<file path="config.mk">
export PLATFORM = sky130hd
export DESIGN_NAME = inst_fetch_queue
export DESIGN_NICKNAME = d
export VERILOG_FILES = /design/src/rtl/inst_fetch_queue.sv
export SDC_FILE = /design/constraint.sdc
export NUM_CORES = 1
export LEC_CHECK = 0
export BUFFER_PORTS_ARGS = -buffer_cell sky130_fd_sc_hd__buf_2
export CAP_MARGIN = 20
export CORE_MARGIN = 2
export CORE_UTILIZATION = 56
export DETAILED_ROUTE_END_ITERATION = 10
export MAX_ROUTING_LAYER = met4
export PLACE_DENSITY = 0.77
export SLEW_MARGIN = 20
export SYNTH_ARGS = -nofsm -noshare
export SYNTH_HDL_FRONTEND = slang
export SYNTH_SLANG_ARGS = --single-unit
</file>
<file path="constraint.sdc">
create_clock -name clk_in -period 5.2 [get_ports clk_in]
set_clock_uncertainty 0.1 [all_clocks]
set_input_delay 1.3 -clock clk_in [delete_from_list [all_inputs] [get_ports clk_in]]
set_output_delay 1.3 -clock clk_in [all_outputs]
set_load 0.02 [all_outputs]
</file>
<file path="src/rtl/inst_fetch_queue.sv">
// inst_fetch_queue: PC walker with I-cache/memory fetch, next-PC pre-decode and an FQ_DEPTH-entry decode FIFO.
// Optional build macro IFQ_PERF_CNT_EN adds saturating hit/miss/flush performance counters.
module inst_fetch_queue #(
  parameter int                ADDR_W   = 32,
  parameter int                INST_W   = 32,
  parameter int                FQ_DEPTH = 4,
  parameter logic [ADDR_W-1:0] RESET_PC = '0
) (
  input  logic              clk_in,
  input  logic              rst_n_in,
  input  logic              rdy_in,
  input  logic              clr_in,
  input  logic [ADDR_W-1:0] clr_pc_in,
  output logic              mem_req_out,
  output logic [ADDR_W-1:0] mem_addr_out,
  input  logic              mem_done_in,
  input  logic [INST_W-1:0] mem_inst_in,
  output logic [ADDR_W-1:0] ic_pc_out,
  input  logic              ic_hit_in,
  input  logic [INST_W-1:0] ic_inst_in,
  output logic              ic_fill_out,
  output logic [ADDR_W-1:0] ic_fill_pc_out,
  output logic [INST_W-1:0] ic_fill_inst_out,
  output logic [ADDR_W-1:0] pr_pc_out,
  input  logic              pr_taken_in,
`ifdef IFQ_PERF_CNT_EN
  output logic [31:0]       perf_hit_out,
  output logic [31:0]       perf_miss_out,
  output logic [31:0]       perf_flush_out,
`endif
  output logic              dq_valid_out,
  input  logic              dq_ready_in,
  output logic [ADDR_W-1:0] dq_pc_out,
  output logic [INST_W-1:0] dq_inst_out,
  output logic [6:0]        dq_op_out,
  output logic              dq_pred_out
);

  localparam int PTR_W = $clog2(FQ_DEPTH);
  localparam int CNT_W = PTR_W + 1;

  localparam logic [6:0] OP_JAL  = 7'b1101111;
  localparam logic [6:0] OP_JALR = 7'b1100111;
  localparam logic [6:0] OP_BR   = 7'b1100011;

  typedef enum logic [1:0] {IDLE, MEM_WAIT, DRAIN} state_t;

  state_t            state;
  logic [ADDR_W-1:0] pc;
  logic [ADDR_W-1:0] q_pc   [FQ_DEPTH];
  logic [INST_W-1:0] q_inst [FQ_DEPTH];
  logic [FQ_DEPTH-1:0] q_pred;
  logic [PTR_W-1:0]  wr_ptr, rd_ptr;
  logic [CNT_W-1:0]  count;

  logic [INST_W-1:0] fetch_word;
  logic [ADDR_W-1:0] j_imm, b_imm, npc;
  logic              pred;
  logic              q_full, hit_push, mem_push, push, pop;

  // Immediates are sign-extended to the address width so PC sums wrap naturally.
  assign j_imm = {{(ADDR_W-21){fetch_word[31]}}, fetch_word[31], fetch_word[19:12],
                  fetch_word[20], fetch_word[30:21], 1'b0};
  assign b_imm = {{(ADDR_W-13){fetch_word[31]}}, fetch_word[31], fetch_word[7],
                  fetch_word[30:25], fetch_word[11:8], 1'b0};

  // NOTE: every always_comb output gets a default first, so no path can infer a latch.
  always_comb begin
    fetch_word = (state == MEM_WAIT) ? mem_inst_in : ic_inst_in;
    npc        = pc + ADDR_W'(4);
    pred       = pr_taken_in;
    case (fetch_word[6:0])
      OP_JAL: begin
        npc  = pc + j_imm;
        pred = 1'b1;
      end
      OP_JALR: pred = 1'b0;
      OP_BR:   if (pr_taken_in) npc = pc + b_imm;
      default: ;
    endcase
  end

  assign q_full   = (count == CNT_W'(FQ_DEPTH));
  assign hit_push = (state == IDLE) && !q_full && ic_hit_in;
  assign mem_push = (state == MEM_WAIT) && mem_done_in;
  assign push     = hit_push || mem_push;
  assign pop      = dq_valid_out && dq_ready_in;

  // NOTE: control state uses non-blocking assignments so every register samples pre-edge values.
  always_ff @(posedge clk_in or negedge rst_n_in) begin
    if (!rst_n_in) begin
      state            <= IDLE;
      pc               <= RESET_PC;
      wr_ptr           <= '0;
      rd_ptr           <= '0;
      count            <= '0;
      ic_fill_out      <= 1'b0;
      ic_fill_pc_out   <= '0;
      ic_fill_inst_out <= '0;
    end else if (rdy_in) begin
      ic_fill_out <= 1'b0;
      if (clr_in) begin
        count  <= '0;
        wr_ptr <= '0;
        rd_ptr <= '0;
        pc     <= clr_pc_in;
        // An outstanding memory request cannot be cancelled; its response must be swallowed.
        if (state == IDLE) state <= IDLE;
        else               state <= mem_done_in ? IDLE : DRAIN;
      end else begin
        if (push) begin
          wr_ptr <= wr_ptr + PTR_W'(1);
          pc     <= npc;
        end
        if (pop) rd_ptr <= rd_ptr + PTR_W'(1);
        count <= count + CNT_W'(push) - CNT_W'(pop);
        case (state)
          IDLE:     if (!q_full && !ic_hit_in) state <= MEM_WAIT;
          MEM_WAIT: if (mem_done_in) begin
            state            <= IDLE;
            ic_fill_out      <= 1'b1;
            ic_fill_pc_out   <= pc;
            ic_fill_inst_out <= mem_inst_in;
          end
          DRAIN:    if (mem_done_in) state <= IDLE;
          default:  state <= IDLE;
        endcase
      end
    end
  end

  // NOTE: queue storage has no reset; count gates dq_valid_out so stale entries are never consumed.
  always_ff @(posedge clk_in) begin
    if (rdy_in && !clr_in && push) begin
      q_pc[wr_ptr]   <= pc;
      q_inst[wr_ptr] <= fetch_word;
      q_pred[wr_ptr] <= pred;
    end
  end

`ifdef IFQ_PERF_CNT_EN
  always_ff @(posedge clk_in or negedge rst_n_in) begin
    if (!rst_n_in) begin
      perf_hit_out   <= '0;
      perf_miss_out  <= '0;
      perf_flush_out <= '0;
    end else if (rdy_in) begin
      if (!clr_in && hit_push && perf_hit_out != '1)  perf_hit_out  <= perf_hit_out + 32'd1;
      if (!clr_in && mem_push && perf_miss_out != '1) perf_miss_out <= perf_miss_out + 32'd1;
      if (clr_in && perf_flush_out != '1)             perf_flush_out <= perf_flush_out + 32'd1;
    end
  end
`endif

  assign mem_req_out  = (state == MEM_WAIT);
  assign mem_addr_out = pc;
  assign ic_pc_out    = pc;
  assign pr_pc_out    = pc;
  assign dq_valid_out = (count != '0);
  assign dq_pc_out    = q_pc[rd_ptr];
  assign dq_inst_out  = q_inst[rd_ptr];
  assign dq_op_out    = q_inst[rd_ptr][6:0];
  assign dq_pred_out  = q_pred[rd_ptr];

endmodule

</file>
==> metrics.yaml, run 1 <==
setup_path:
  slowest_stage: "or4_1"
  path_cells: "inv_1 -> ha_2 -> buf_4 -> mux2_2 -> ha_1 -> inv_1 -> fa_1 -> nand2b_1 -> a21oi_1 -> a211oi_2 -> a211oi_2 -> o2111ai_1 -> a22o_1 -> or4_1 -> a32oi_1"
  crit_cells: 15
  crit_type: "reg -> reg"
  critical_path_buf_inv_count: 3
  worst_setup_path_start_kind: "register"
  reg2reg_depth: 15
  critPathMaxFanout: 25
  cpPeakStageDelay_ns: 0.42
  required_ns: 5.54
  ff2ff_setup_slack_ns: 0.83
  cp_top_family: "compound AO/OA/AOI/OAI gates"
  worst_setup_path_end_kind: "register"
  cp.arrival_ns: 4.71
run_status:
  outcome: "complete, no violations"
layout:
  final_cell_mix: "buf_2 (337), edfxtp_1 (260), dfrtp_1 (104)"
  syn2layout_area_growth_pct: 16.19
  drive_above_1_share_pct: 36.63
  antenna_cells: 0
  nets: 1821
  final_core_util_pct: 66.49
  layout.cells.non_filler: 2129
  fin_area_sq_um: 21740
  final_common_cell: "buf_2"
synthesis:
  yosys_most_used_dff: "edfxtp_1"
  seq_area_frac_synth_pct: 55.89
  syn_area_per_cell_sq_um: 13.42
  synthesis.area_sq_um: 18710
  synth_seq_cells: 366
  synth.net_count: 1559
  postSynth.asyncResetShare_pct: 28.96
  synth_top_area_share_pct: 41.72
  synthTopCellsByArea: "edfxtp_1 (42%), dfrtp_1 (14%), mux4_2 (7.8%)"
  synthCells: 1395
  yosys_warnings: 0
  synth_cell_type_count: 86
  yosys.area.top_type: "edfxtp_1"
  synth_edf_count: 260
clock_tree:
  path_clk_slew_ns: 0.06
  hold_buffers: 0
  root_buffer: "clkbuf_16"
  worstSkewPairLatency_ns: 0.54
  post_cts_buffers: 0
  cts_tree: "done"
  cts.sinks: 366
  htreeDepth: 2
  cts_resized: 0
  cts_buffer_depth: 3
  cts_buffers: 38
global_route:
  grt_pass1_vias: 13090
  grt_pass1_wl_mm: 78.44
  antenna_found_initial: 0
  grt_util_all_layers_pct: 30.09
  overflow: 0
  grt_max_degree: 68
pwr:
  p_clk_share_pct: 21.8
  p_leak_nw: 8.431
  ir_worst_vdd_uv: 385.8
  comb_power_share_pct: 43.3
  p_int_mw: 7.543
  seqPwrFrac_pct: 34.9
  power_mw: 12.70
  power_per_cell_area_nw_per_um2: 584.0
  p_sw_share_pct: 40.60
  p_sw_mw: 5.156
sta:
  hold_viol: 0
  maxSlewViolCount: 0
  period_share_pct: 84.08
  worst_pin_slew_ns: 1.188
  relSlewSlack_pct: 20.72
  grt_setup_unrepaired: "no"
  fin_tns_setup_ns: 0
  timing.fmax_ghz: 0.2287
  setup_viol: 0
  period_minus_slack_ns: 4.372
min_path:
  hold_class: "reg -> reg"
  holdPathStages: 1
placement:
  place.port_buffers: 338
  dp.cells: 2059
  gp_congestion: 1.008
  dp_hpwl_mm: 35.07
  dpl_cell_area_sq_um: 20460
route:
  first_pass_iters: 5
  wirelength_mm: 51.43
  dr.first_iter.drc_count: 1001
  antenna_left: 0
  via_per_inst: 6.225
  wl_per_cell_um: 24.16
  vias: 13250
  drc: 0
floorplanning:
  rows: 66
  dieWidth_um: 186.8
  fp.dieH_um: 186.8
  dieArea_sq_um: 34900
  pin_count: 339
  core_area_sq_um: 32700
  initial_core_util_pct: 57.23
run:
  max-cap-violations: 0
[metrics by stage]
stage | setup slack, ns | hold slack (ns)
final | 0.8277 | 0.4002
after floorplan | 0.8702 | 0.3476
after global placement | 0.5702 | 0.3653
after global routing | 0.6375 | 0.4102
after detailed placement | 0.5154 | 0.3756
after CTS | 0.9263 | 0.4019
[logic make-up (layout without fill, tap and decap cells)]
family          after synthesis  in the layout  synth area share (%)
mux                         166            166                 13.87
simple gates                262            262                 7.114
flops                       366            366                 55.89
compound gates              323            323                 11.89
xor+xnor                     43             43                 2.012
buf+inv                     175            467                 5.095
fa+ha+maj                    60             60                 4.132
[final timing paths]
kind / start / end
max: state[1] / ic_pc_out[27]
min: ic_fill_pc_out[24] / ic_fill_pc_out[24]
max reg2reg: state[1] / ic_pc_out[27]
min reg2reg: ic_fill_pc_out[24] / ic_fill_pc_out[24]
max in group asynchronous: rst_n_in / ic_fill_inst_out[21]
min in group asynchronous: rst_n_in / ic_pc_out[18]
[sequential cells by signal, indices dropped and copies added (netlist names), 2 cells and up]
| name | cells |
|---|---|
| ic_fill_inst_out | 32 |
| rd_ptr | 2 |
| state | 2 |
| q_pred | 4 |
| q_pc | 128 |
| count | 3 |
| ic_pc_out | 32 |
| wr_ptr | 2 |
| ic_fill_pc_out | 32 |
| q_inst | 128 |
[metal layers]
| layer | wire length, um | GRT usage, % | vias up |
|---|---|---|---|
| li1 | - | - | 5888 |
| met1 | 21340 | 40.35 | 6654 |
| met2 | 24920 | 48.10 | 614 |
| met3 | 3659 | 3.856 | 96 |
| met4 | 1505 | 9.982 | 0 |
| met5 | 0 | - | - |
[cells in the mapped netlist (27+ instances only)]
| master | n |
|---|---|
| mux4_2 | 65 |
| nor2_1 | 54 |
| a21oi_1 | 70 |
| buf_4 | 72 |
| dfrtp_1 | 106 |
| ha_1 | 57 |
| clkbuf_1 | 46 |
| inv_1 | 31 |
| nand2_1 | 66 |
| o21ai_0 | 60 |
| edfxtp_1 | 260 |
| nand3_1 | 27 |
| mux2_2 | 96 |
[final cells by class]
cell class                      instances  area [sq um]
Clock inverter                         21         237.7
Timing Repair Buffer                  365          1959
Tap cell                              442         553.0
Multi-Input combinational cell        854          7362
Clock buffer                           49          1044
Fill cell                            2397         10960
Sequential cell                       366         10470
Inverter                               32         120.1
[worst reg2reg max path, cell delays in order, from the launching register on]
cell and delay [ns]:
dfrtp_1 0.38, inv_1 0.08, ha_2 0.19, buf_4 0.35, mux2_2 0.33, ha_1 0.20
inv_1 0.06, fa_1 0.40, nand2b_1 0.20, a21oi_1 0.34, a211oi_2 0.19, a211oi_2 0.27
o2111ai_1 0.26, a22o_1 0.31, or4_1 0.42, a32oi_1 0.21
[power by group through the flow]
stage          clock network, mW  registers (mW)  logic (mW)
6_report                    2.77            4.43        5.50
5_1_grt                     2.92            4.52        5.91
4_1_cts                     2.81            4.43        5.48
3_5_place_dp                   0            4.49        5.44
3_3_place_gp                   0            4.45        5.39
2_1_floorplan                  0            4.61        3.73
No activity file was read; power rests on OpenSTA's default activity.
==> run 2: changes to the inputs <==
--- a/config.mk
+++ b/config.mk
@@ -5,13 +5,14 @@
 export SDC_FILE = /design/constraint.sdc
 export NUM_CORES = 1
 export LEC_CHECK = 0
+export ABC_AREA = 1
 export BUFFER_PORTS_ARGS = -buffer_cell sky130_fd_sc_hd__buf_2
 export CAP_MARGIN = 20
 export CORE_MARGIN = 2
-export CORE_UTILIZATION = 56
+export CORE_UTILIZATION = 52
 export DETAILED_ROUTE_END_ITERATION = 10
 export MAX_ROUTING_LAYER = met4
-export PLACE_DENSITY = 0.77
+export PLACE_DENSITY = 0.75
 export SLEW_MARGIN = 20
 export SYNTH_ARGS = -nofsm -noshare
 export SYNTH_HDL_FRONTEND = slang
==> constraint.sdc (replaced) <==
create_clock -name clk_in -period 3.7 [get_ports clk_in]
set_clock_uncertainty 0.1 [all_clocks]
set_input_delay 0.925 -clock clk_in [delete_from_list [all_inputs] [get_ports clk_in]]
set_output_delay 0.925 -clock clk_in [all_outputs]
set_load 0.02 [all_outputs]
==> run 2 against run 1 <==
Effect of this change: sequential share of layout area fell by 4.4 points; core utilization is 4.4 points lower; register-to-register slack got worse by 0.62 ns; die area grew 16%; non-clock buffer count up 69; sequential power up 41%; setup slack got worse by 0.71 ns; critical endpoint is now dq_inst_out[22].
==> metrics.yaml, run 2 <==
run_status:
  outcome: "complete, no violations"  # unchanged
setup_path:
  ff2ff_setup_slack_ns: 0.21  # was 0.83 ns
  reg2reg_depth: 22  # was 15
  required_ns: 2.67  # was 5.54 ns
  timing.rr.start: "state[1]"  # unchanged
  crit_type: "reg -> out"  # was reg -> reg
  crit_start: "rd_ptr[0]"  # was state[1]
  critPathMaxFanout: 106  # was 25
  worst_setup_path_end_kind: "output port"  # was register
  cp.arrival_ns: 2.56  # was 4.71 ns
  cp-endpoint: "dq_inst_out[22]"  # was ic_pc_out[27]
  path_cells: "clkinv_2 -> buf_12 -> o21ai_0 -> o22ai_1 -> buf_2"  # was inv_1 -> ha_2 -> buf_4 -> mux2_2 -> ha_1 -> inv_1 -> fa_1 -> nand2b_1 -> a21oi_1 -> a211oi_2 -> a211oi_2 -> o2111ai_1 -> a22o_1 -> or4_1 -> a32oi_1
  r2r-end: "ic_pc_out[31]"  # was ic_pc_out[27]
  worst_setup_path_start_kind: "register"  # unchanged
  cpPeakStageDelay_ns: 0.68  # was 0.42 ns
  slowest_stage: "dfrtp_4"  # was or4_1
route:
  first_pass_iters: 8  # was 5
  drc: 0  # unchanged
  vias: 18750  # was 13250
  dr.first_iter.drc_count: 2067  # was 1001
  wirelength_mm: 71.86  # was 51.43 mm
  antenna_left: 0  # unchanged
  wl_per_cell_um: 21.84  # was 24.16 um
  via_per_inst: 5.698  # was 6.225
synthesis:
  synth_top_area_share_pct: 38.61  # was 41.72%
  synth.net_count: 2585  # was 1559
  synthTopCellsByArea: "edfxtp_1 (39%), dfrtp_1 (13%), nand2_1 (11%)"  # was edfxtp_1 (42%), dfrtp_1 (14%), mux4_2 (7.8%)
  postSynth.asyncResetShare_pct: 28.96  # unchanged
  synthCells: 2421  # was 1395
  synth_edf_count: 260  # unchanged
  syn_area_per_cell_sq_um: 8.353  # was 13.42 sq um
  yosys.cell_count.top_type: "nand2_1"  # was edfxtp_1
  yosys.area.top_type: "edfxtp_1"  # unchanged
  synth_cell_type_count: 44  # was 86
  synthesis.area_sq_um: 20220  # was 18710 sq um
  yosys_most_used_dff: "edfxtp_1"  # unchanged
  seq_area_frac_synth_pct: 51.72  # was 55.89%
  yosys_warnings: 0  # unchanged
  synthTopCellsByCount: "nand2_1 (589), nor2_1 (322), edfxtp_1 (260)"  # was edfxtp_1 (260), dfrtp_1 (106), mux2_2 (96)
  synth_seq_cells: 366  # unchanged
sta:
  period_minus_slack_ns: 3.581
  hold_ws_ns: 0.2105  # was 0.4002 ns
  worst_pin_slew_ns: 0.7716  # was 1.188 ns
  period_share_pct: 96.79
  timing.fmax_ghz: 0.2792
  hold_viol: 0  # unchanged
  setup_viol: 0  # unchanged
  relSlewSlack_pct: 48.56  # was 20.72%
  maxSlewViolCount: 0  # unchanged
layout:
  nets: 2902  # was 1821
  fillers: 3322  # was 2397
  syn2layout_area_growth_pct: 18.43  # was 16.19%
  drive_above_1_share_pct: 19.47  # was 36.63%
  top_regs: "q_inst x128, q_pc x128"  # unchanged
  final_common_cell: "nand2_1"  # was buf_2
  final_cell_mix: "nand2_1 (589), buf_2 (337), nor2_1 (318)"  # was buf_2 (337), edfxtp_1 (260), dfrtp_1 (104)
  layout.cells.non_filler: 3290  # was 2129
floorplanning:
  core_area_sq_um: 38560  # was 32700 sq um
  dieWidth_um: 201.2  # was 186.8 um
  rows: 72  # was 66
  initial_core_util_pct: 52.45  # was 57.23%
  fp.dieH_um: 201.2  # was 186.8 um
  pin_count: 339  # unchanged
  dieArea_sq_um: 40480  # was 34900 sq um
global_route:
  grt_max_degree: 107  # was 68
  grt_busiest_layer: "met2"  # unchanged
  grt_util_all_layers_pct: 35.97  # was 30.09%
  grtUsageMet2_pct: 55.20  # was 48.10%
  overflow: 0  # unchanged
  antenna_found_initial: 4  # was 0
  use_met1_pct: 48.23  # was 40.35%
  grt_pass1_wl_mm: 106.9  # was 78.44 mm
  use_met3_pct: 5.215  # was 3.856%
  grt_pass1_vias: 18020  # was 13090
pwr:
  power_mw: 22.49  # was 12.70 mW
  power_per_cell_area_nw_per_um2: 939.2  # was 584.0 nW/um^2
  ir_worst_vdd_uv: 496.8  # was 385.8 uV
  p_leak_nw: 11.08  # was 8.431 nW
clock_tree:
  cts_tree: "done"  # unchanged
  htreeDepth: 2  # unchanged
  hold_buffers: 0  # unchanged
  cts_buffer_depth: 3  # unchanged
  cts_buffers: 39  # was 38
  root_buffer: "clkbuf_16"  # unchanged
  path_clk_slew_ns: 0.06  # about the same
  worstSkewPairLatency_ns: 0.56  # was 0.54 ns
  cts.sinks: 366  # unchanged
placement:
  dp_hpwl_mm: 52.44  # was 35.07 mm
  place.port_buffers: 338  # unchanged
  gp_congestion: 1.144  # was 1.008
  dp.cells: 3214  # was 2059
min_path:
  hold_class: "in -> async"  # was reg -> reg
run:
  max-cap-violations: 0  # unchanged
## run 2: critical path, delay by kind of cell (launching register included)
kind	cells	cell delay (ns)
buffers and inverters	3	0.78
AO/OA/AOI/OAI	2	0.47
flip-flops	1	0.68
## run 2: routing by layer
layer	up-vias	routed length, um	share of wire [%]
li1	8631	-	-
met1	8929	29520	41
met2	1021	32800	46
met3	165	6570	9.1
met4	0	2974	4.1
met5	-	0	0
## run 2: layout make-up
type,instances,area [sq um],area share [%]
Clock inverter,15,181.4,0.7575
Antenna cell,4,10.01,0.04179
Inverter,261,982.2,4.101
Clock buffer,56,1141,4.764
Sequential cell,366,10470,43.69
Multi-Input combinational cell,1636,7933,33.12
Tap cell,518,648.1,2.706
Timing Repair Buffer,434,2590,10.81
## run 2: timing repair
action                                  in CTS  in global routing
setup buffers                                0                  1
gates resized for setup                      0                  3
endpoints found under the setup margin       0                 18
## run 2: how the worst min path moves through the flow
stage / endpoint / slack (ns) / depth (start not counted)
floorplan: state[1] / 0.40 / 2
global placement: ic_fill_pc_out[15] / 0.36 / 2
detailed placement: ic_fill_pc_out[8] / 0.37 / 2
CTS: ic_fill_inst_out[2] / 0.21 / 1
global route: ic_fill_inst_out[2] / 0.23 / 1
finish: ic_fill_inst_out[2] / 0.21 / 1
## run 2: where the power goes
part	switching, mW	internal [mW]
combinational	8.48	3.74
sequential	0.878	5.37
clock	1.66	2.37
## run 2: logic make-up (layout without fill, tap and decap cells)
logic type               count (synthesis)  after routing  synth area share (%)
AND/OR/NAND/NOR                       1131           1131                 22.85
buffers and inverters                  419            766                 9.379
adder cells (fa/ha/maj)                 60             60                 3.824
XOR/XNOR                                15             15                0.6496
AO/OA/AOI/OAI                          423            423                 11.19
multiplexers                             7              7                0.3898
other                                    0              4                     0
flip-flops                             366            366                 51.72
## run 2: through the flow
step / setup TNS [ns] / util (%) / worst slack (ns) / instance area, sq um
6_report: 0 / 62.12 / 0.1188 / 23950
5_1_grt: -0.006690 / 62.11 / -0.006690 / 23950
4_1_cts: 0 / 62.03 / 0.1094 / 23920
3_5_place_dp: 0 / 58.60 / 0.1086 / 22590
3_3_place_gp: 0 / 58.60 / 0.1712 / 22590
2_1_floorplan: -123.64 / - / -0.4755 / 20240
